### src/rtl/rc5_rx_decoder_if.sv
// rtl/rc5_rx_decoder_if.sv - IR input and decoded-frame outputs of the RC-5 receiver
interface rc5_rx_decoder_if;
    logic       ir_in;
    logic       frame_valid;
    logic       toggle;
    logic [4:0] address;
    logic [6:0] command;
    logic       rx_error;
    logic       busy;

    modport master (
        input  ir_in,
        output frame_valid, toggle, address, command, rx_error, busy
    );

    modport slave (
        output ir_in,
        input  frame_valid, toggle, address, command, rx_error, busy
    );
endinterface

### src/rtl/rc5_rx_decoder.sv
// rtl/rc5_rx_decoder.sv - RC-5 Manchester receiver with mid-bit edge resynchronisation
module rc5_rx_decoder #(
    parameter int HALF_BIT = 88900,
    parameter int GAP_CYC  = 177800
) (
    input  logic                clk,
    input  logic                rst,
    rc5_rx_decoder_if.master    bus
);
    localparam int CW = $clog2(2*HALF_BIT);
    localparam int GW = $clog2(GAP_CYC);
    localparam logic [CW-1:0] CNT_LAST = CW'(2*HALF_BIT - 1);
    localparam logic [CW-1:0] B_PT     = CW'(HALF_BIT/2);
    localparam logic [CW-1:0] A_PT     = CW'(3*HALF_BIT/2);
    localparam logic [CW-1:0] EARLY    = CW'(2*HALF_BIT - HALF_BIT/4);
    localparam logic [CW-1:0] LATE     = CW'(HALF_BIT/4);
    localparam logic [GW-1:0] GAP_LAST = GW'(GAP_CYC - 1);

    typedef enum logic [1:0] {IDLE, RECV, GAP} state_t;

    state_t         state, state_n;
    logic           sync1, ir_s, ir_d;
    logic [CW-1:0]  cnt, cnt_n;
    logic [3:0]     b, b_n;
    logic [GW-1:0]  gap, gap_n;
    logic           a_q, a_n;
    logic [12:0]    sh, sh_n;
    logic           fv, fv_n, err, err_n;
    logic           tog;
    logic [4:0]     addr;
    logic [6:0]     cmd;
    logic           ir_edge, ir_rise;

    assign ir_edge = ir_s ^ ir_d;
    assign ir_rise = ir_s & ~ir_d;

    always_ff @(posedge clk) begin
        if (rst) begin
            sync1 <= 1'b0;
            ir_s  <= 1'b0;
            ir_d  <= 1'b0;
            state <= IDLE;
            cnt   <= '0;
            b     <= '0;
            gap   <= '0;
            a_q   <= 1'b0;
            sh    <= '0;
            fv    <= 1'b0;
            err   <= 1'b0;
            tog   <= 1'b0;
            addr  <= '0;
            cmd   <= '0;
        end else begin
            sync1 <= bus.ir_in;
            ir_s  <= sync1;
            ir_d  <= ir_s;
            state <= state_n;
            cnt   <= cnt_n;
            b     <= b_n;
            gap   <= gap_n;
            a_q   <= a_n;
            sh    <= sh_n;
            fv    <= fv_n;
            err   <= err_n;
            // sh_n = {S2, T, A4..A0, C5..C0}
            if (fv_n) begin
                tog  <= sh_n[11];
                addr <= sh_n[10:6];
                cmd  <= {~sh_n[12], sh_n[5:0]};
            end
        end
    end

    always_comb begin
        state_n = state;
        cnt_n   = cnt;
        b_n     = b;
        gap_n   = '0;
        a_n     = a_q;
        sh_n    = sh;
        fv_n    = 1'b0;
        err_n   = 1'b0;
        case (state)
            IDLE: begin
                if (ir_rise) begin
                    state_n = RECV;
                    cnt_n   = '0;
                    b_n     = '0;
                end
            end
            RECV: begin
                if (cnt == CNT_LAST) begin
                    cnt_n = '0;
                    b_n   = b + 4'd1;
                end else begin
                    cnt_n = cnt + 1'b1;
                end
                // During S1 only edges after its B-sample (the S2 mid-bit) may resync.
                if (ir_edge && (b != 4'd0 || cnt > B_PT)) begin
                    if (cnt >= EARLY) begin
                        cnt_n = '0;
                        b_n   = b + 4'd1;
                    end else if (cnt != '0 && cnt <= LATE) begin
                        cnt_n = '0;
                    end
                end
                if (cnt == B_PT) begin
                    if ((b == 4'd0) ? !ir_s : (a_q == ir_s)) begin
                        err_n   = 1'b1;
                        state_n = GAP;
                    end else if (b != 4'd0) begin
                        sh_n = {sh[11:0], ir_s};
                        if (b == 4'd13) begin
                            fv_n    = 1'b1;
                            state_n = GAP;
                        end
                    end
                end
                if (cnt == A_PT)
                    a_n = ir_s;
            end
            GAP: begin
                if (!ir_s) begin
                    if (gap == GAP_LAST)
                        state_n = IDLE;
                    else
                        gap_n = gap + 1'b1;
                end
            end
            default: state_n = IDLE;
        endcase
    end

    assign bus.frame_valid = fv;
    assign bus.rx_error    = err;
    assign bus.toggle      = tog;
    assign bus.address     = addr;
    assign bus.command     = cmd;
    assign bus.busy        = (state != IDLE);
endmodule

### src/flat_wrapper.sv
// flat-port wrapper written by rule: the top's interface ports become plain ports
module rc5_rx_decoder_flat 
#(
    parameter int HALF_BIT = 88900,
    parameter int GAP_CYC  = 177800
)
  (clk, rst, bus_ir_in, bus_frame_valid, bus_toggle, bus_address, bus_command, bus_rx_error, bus_busy);
  rc5_rx_decoder_if bus_i ();
  input  logic clk;
  input  logic rst;
  input wire logic [$bits(bus_i.ir_in)-1:0] bus_ir_in;
  output wire logic [$bits(bus_i.frame_valid)-1:0] bus_frame_valid;
  output wire logic [$bits(bus_i.toggle)-1:0] bus_toggle;
  output wire logic [$bits(bus_i.address)-1:0] bus_address;
  output wire logic [$bits(bus_i.command)-1:0] bus_command;
  output wire logic [$bits(bus_i.rx_error)-1:0] bus_rx_error;
  output wire logic [$bits(bus_i.busy)-1:0] bus_busy;
  assign bus_i.ir_in = bus_ir_in;
  assign bus_frame_valid = bus_i.frame_valid;
  assign bus_toggle = bus_i.toggle;
  assign bus_address = bus_i.address;
  assign bus_command = bus_i.command;
  assign bus_rx_error = bus_i.rx_error;
  assign bus_busy = bus_i.busy;
  rc5_rx_decoder #(.HALF_BIT(HALF_BIT), .GAP_CYC(GAP_CYC)) u_core (.clk(clk), .rst(rst), .bus(bus_i));
endmodule
### config.mk
export PLATFORM = sky130hd
export DESIGN_NAME = rc5_rx_decoder_flat
export DESIGN_NICKNAME = d
export VERILOG_FILES = /design/src/rtl/rc5_rx_decoder_if.sv /design/src/rtl/rc5_rx_decoder.sv /design/src/flat_wrapper.sv
export SDC_FILE = /design/constraint.sdc
export NUM_CORES = 1
export LEC_CHECK = 0
export ABC_AREA = 1
export ABC_CLOCK_PERIOD_IN_PS = 2600
export BUFFER_PORTS_ARGS = -buffer_cell sky130_fd_sc_hd__buf_2
export CORE_MARGIN = 2
export CORE_UTILIZATION = 40
export CTS_BUF_LIST = sky130_fd_sc_hd__clkbuf_4 sky130_fd_sc_hd__clkbuf_8
export DETAILED_ROUTE_END_ITERATION = 10
export GPL_TIMING_DRIVEN = 0
export PLACE_DENSITY_LB_ADDON = 0.25
export SLEW_MARGIN = 10
export SYNTH_ARGS = -nofsm -noshare
export SYNTH_HDL_FRONTEND = slang
export SYNTH_SLANG_ARGS = --single-unit
### constraint.sdc
create_clock -name clk -period 2.6 [get_ports clk]
set_clock_uncertainty 0.2 [all_clocks]
set_input_delay 0.13 -clock clk [delete_from_list [all_inputs] [get_ports clk]]
set_output_delay 0.13 -clock clk [all_outputs]
set_load 0.01 [all_outputs]
==> reports/metrics.cfg <==
[status]
status=finished, final reports clean

[logic_synthesis]
syn-num-nets=699
synth-edff-count=0
ys_types=37
synthCells=686
yosys.area.top_type=dfxtp_1
synth_top_area_share_pct=33.2
yosys_warnings=0
synth.avg_cell_area_um2=6.51
synthTopCellsByArea=dfxtp_1 (33%), nand2_1 (15%), nand3_1 (7.1%), nor2_1 (6.6%), inv_1 (5.9%)
synth_top_flop_cell=dfxtp_1
synth_async_sr_flop_share_pct=0
yosysSeqAreaShare_pct=33.2
yosys_register_bits=74
netlist_area_um2=4460

[min_path]
min_path_cells=2
hold_class=reg -> reg
holdCritStartpoint=u_core.sync1
hold-path-endpoint=u_core.ir_s

[detailed_routing]
drt.antenna.violating_nets=0
avgRoutedWirePerCell_um=13.6
dr.pass1.iters=7
drc_errors=0
routed_wl_mm=11.7
drtIter0Drc=237
vias=4367
routed_via_density=5.07

[critical_path]
startpoint_type=register
rrSetupSlack_ns=0.15
reg2reg_depth=11
r2r_start=u_core.cnt[0]
arrival_ns=2.46
crit_type=reg -> reg
critPathBufInv=3
crit_slowest_cell=dfxtp_1
cp.required_ns=2.62
crit_path_cell_trace=inv_1 -> ha_1 -> inv_1 -> nor3_1 -> nand3_1 -> nand2_2 -> a21oi_2 -> buf_4 -> nand2_1 -> nand3_1 -> a21oi_1
timing.rr.end=u_core.cnt[14]
cpLargestDelayFamily=buffers and inverters
cp_max_fo=10
critPathCaptureType=register
crit_path_max_incr_delay_ns=0.46

[layout]
fill_cells=1144
layout_commonest_cell=nand2_1
drive_gt1_share_pct=12.6
fin_area_um2=4950
diodes=0
fin_nets=729
final_cell_mix=nand2_1 (182), nor2_1 (79), dfxtp_1 (73), inv_1 (70), nand3_1 (63)
finalNonFillerCells=861
layout-area-overhead-vs-synth_pct=10.8

[floorplan]
core_area_um2=10900
rows=38
die_y_um=110
start_util_pct=41.0
ios=19
die_w_um=110
fp.dieArea_um2=12000

[power_and_ir_drop]
powerDensity_nw_per_um2=414
swShare_pct=25.3
combPwrFrac_pct=4.4
ir_drop_mv=0.342
seqPwrFrac_pct=55.8
power.share.clock_pct=39.8
power.switching_uw=517
p_leak_uw=0.00206
p_int_uw=1530

[clock_network]
htreeDepth=3
worstSkewPairLatency_ns=0.35
ctsRootBufferMaster=clkbuf_8
clkSinkCount=74
cts_max_path_buffers=2
tritoncts=built
cts_made_buffers=9
clk_transition_reported_paths_ns=0.08

[timing]
fin_crit_sh_pct=94.1
worst_slew_pin_slew_ns=0.621
slew_headroom_pct=58.6
fin_ws_ns=0.153
achievable-frequency_mhz=409
holdWs_ns=0.212
rsz0062_at_grt=true
finalHoldViolCount=0
setup_viol=0
slew_viol_final=0
post-route-min-period_ns=2.45

[placed_design]
dp_hpwl_mm=8.91
gp_congestion=0.929
placed_area_um2=4720
dp.cells=843
port_buffers=17
pre_cts_ws_ns=0.179

[global_route]
antenna_found_initial=0
overflow=0
grt_max_degree=14
grt_pass1_wl_mm=19.4
first_global_vias=4077
grt_use_total_pct=20.8

[run]
max-cap-violations=0

-- flip-flops by register name (all words and copies together), names as in the netlist --
signal                  count
u_core.cnt                 18
u_core.gap                 18
u_core.sh                  13
u_core.bus.command          7
u_core.bus.address          5
u_core.b                    4
u_core.state                2
u_core.a_q                  1
u_core.bus.frame_valid      1
u_core.bus.rx_error         1
u_core.bus.toggle           1
u_core.ir_d                 1
u_core.ir_s                 1
u_core.sync1                1
-- synthesized netlist by cell type, types with 2 or more instances --
cell type	number
nor3_1	14
o21ai_0	11
inv_1	70
nand2_2	4
nand4_1	7
nor2_2	3
xor2_1	16
dfxtp_1	74
buf_2	4
nor3_2	3
nor2_4	6
buf_1	2
inv_2	14
a21oi_1	40
nand3_1	63
nand3b_1	11
ha_1	10
xnor2_1	2
and3_1	2
nor3b_1	6
nand3_2	4
a21oi_2	5
o21ai_1	24
nor4_1	4
buf_4	8
nand2_1	182
clkbuf_1	9
nor2_1	79
-- logic make-up after synthesis --
group                    after synthesis  share of synthesized area [%]
AO/OA/AOI/OAI                         82                           9.73
adder cells (fa/ha/maj)               10                           2.80
XOR/XNOR                              18                           3.53
flip-flops                            74                           33.2
AND/OR/NAND/NOR                      393                           40.6
buffers and inverters                109                           10.1
-- repair_timing --
item	4_1_cts	5_1_grt
buffers inserted	0	0
gates resized for setup	0	4
endpoints found under the setup margin	0	7
hold buffers	2	0
hold endpoints to repair	2	0
-- area by class of cell --
cell class / count / area (µm²) / share of cell area [%]
clock inverters: 6 / 42.5 / 0.860
clock buffers: 10 / 138 / 2.78
plain buffers: 24 / 133 / 2.68
repair buffers: 19 / 105 / 2.12
well taps: 140 / 175 / 3.54
multi-input cells: 503 / 2550 / 51.6
inverters: 85 / 319 / 6.45
flip-flops and latches: 74 / 1480 / 30.0
-- tightest hold or removal path: cells and delay by family, from the launching register on --
kind	cells	cell delay, ns
buffers and inverters	1	0.05
and+or+nand+nor	1	0.03
DFF	1	0.30
-- worst max path at each step --
stage | slack (ns) | from | cells after the start | end
2_1_floorplan | 0.56 | u_core.b[0] | 11 | u_core.bus.command[2]
3_3_place_gp | 0.20 | u_core.cnt[1] | 14 | u_core.b[0]
3_5_place_dp | 0.18 | u_core.cnt[1] | 11 | u_core.cnt[14]
4_1_cts | 0.15 | u_core.cnt[1] | 11 | u_core.cnt[14]
5_1_grt | -0.03 | u_core.cnt[1] | 14 | u_core.b[2]
6_report | 0.15 | u_core.cnt[0] | 11 | u_core.cnt[14]
-- power by group through the flow --
stage / Clock (µW) / Sequential (µW) / Combinational (µW)
4_1_cts: 849 / 1140 / 90.7
3_3_place_gp: 0 / 1170 / 86.4
6_report: 816 / 1140 / 90.2
3_5_place_dp: 0 / 1170 / 87.9
5_1_grt: 886 / 1140 / 101
2_1_floorplan: 0 / 1170 / 58.3
-- per-layer routing --
| metal | global-route usage, % | wire (µm) |
|---|---|---|
| met2 | 35.7 | 5740 |
| met3 | 4.09 | 400 |
| met4 | 8.77 | 305 |
| met5 | 0 | 0 |
| met1 | 25.4 | 5280 |
-- metrics by stage --
| stage | total power [µW] | TNS (ns) | util (%) |
|---|---|---|---|
| final | 2050 | 0 | 45.4 |
| after global placement | 1260 | 0 | 43.4 |
| after floorplan | 1230 | 0 | - |
| after detailed placement | 1260 | 0 | 43.4 |
| after global routing | 2130 | -0.0331 | 45.4 |
| after CTS | 2080 | 0 | 45.2 |
Power figures use the tool's default switching activity.
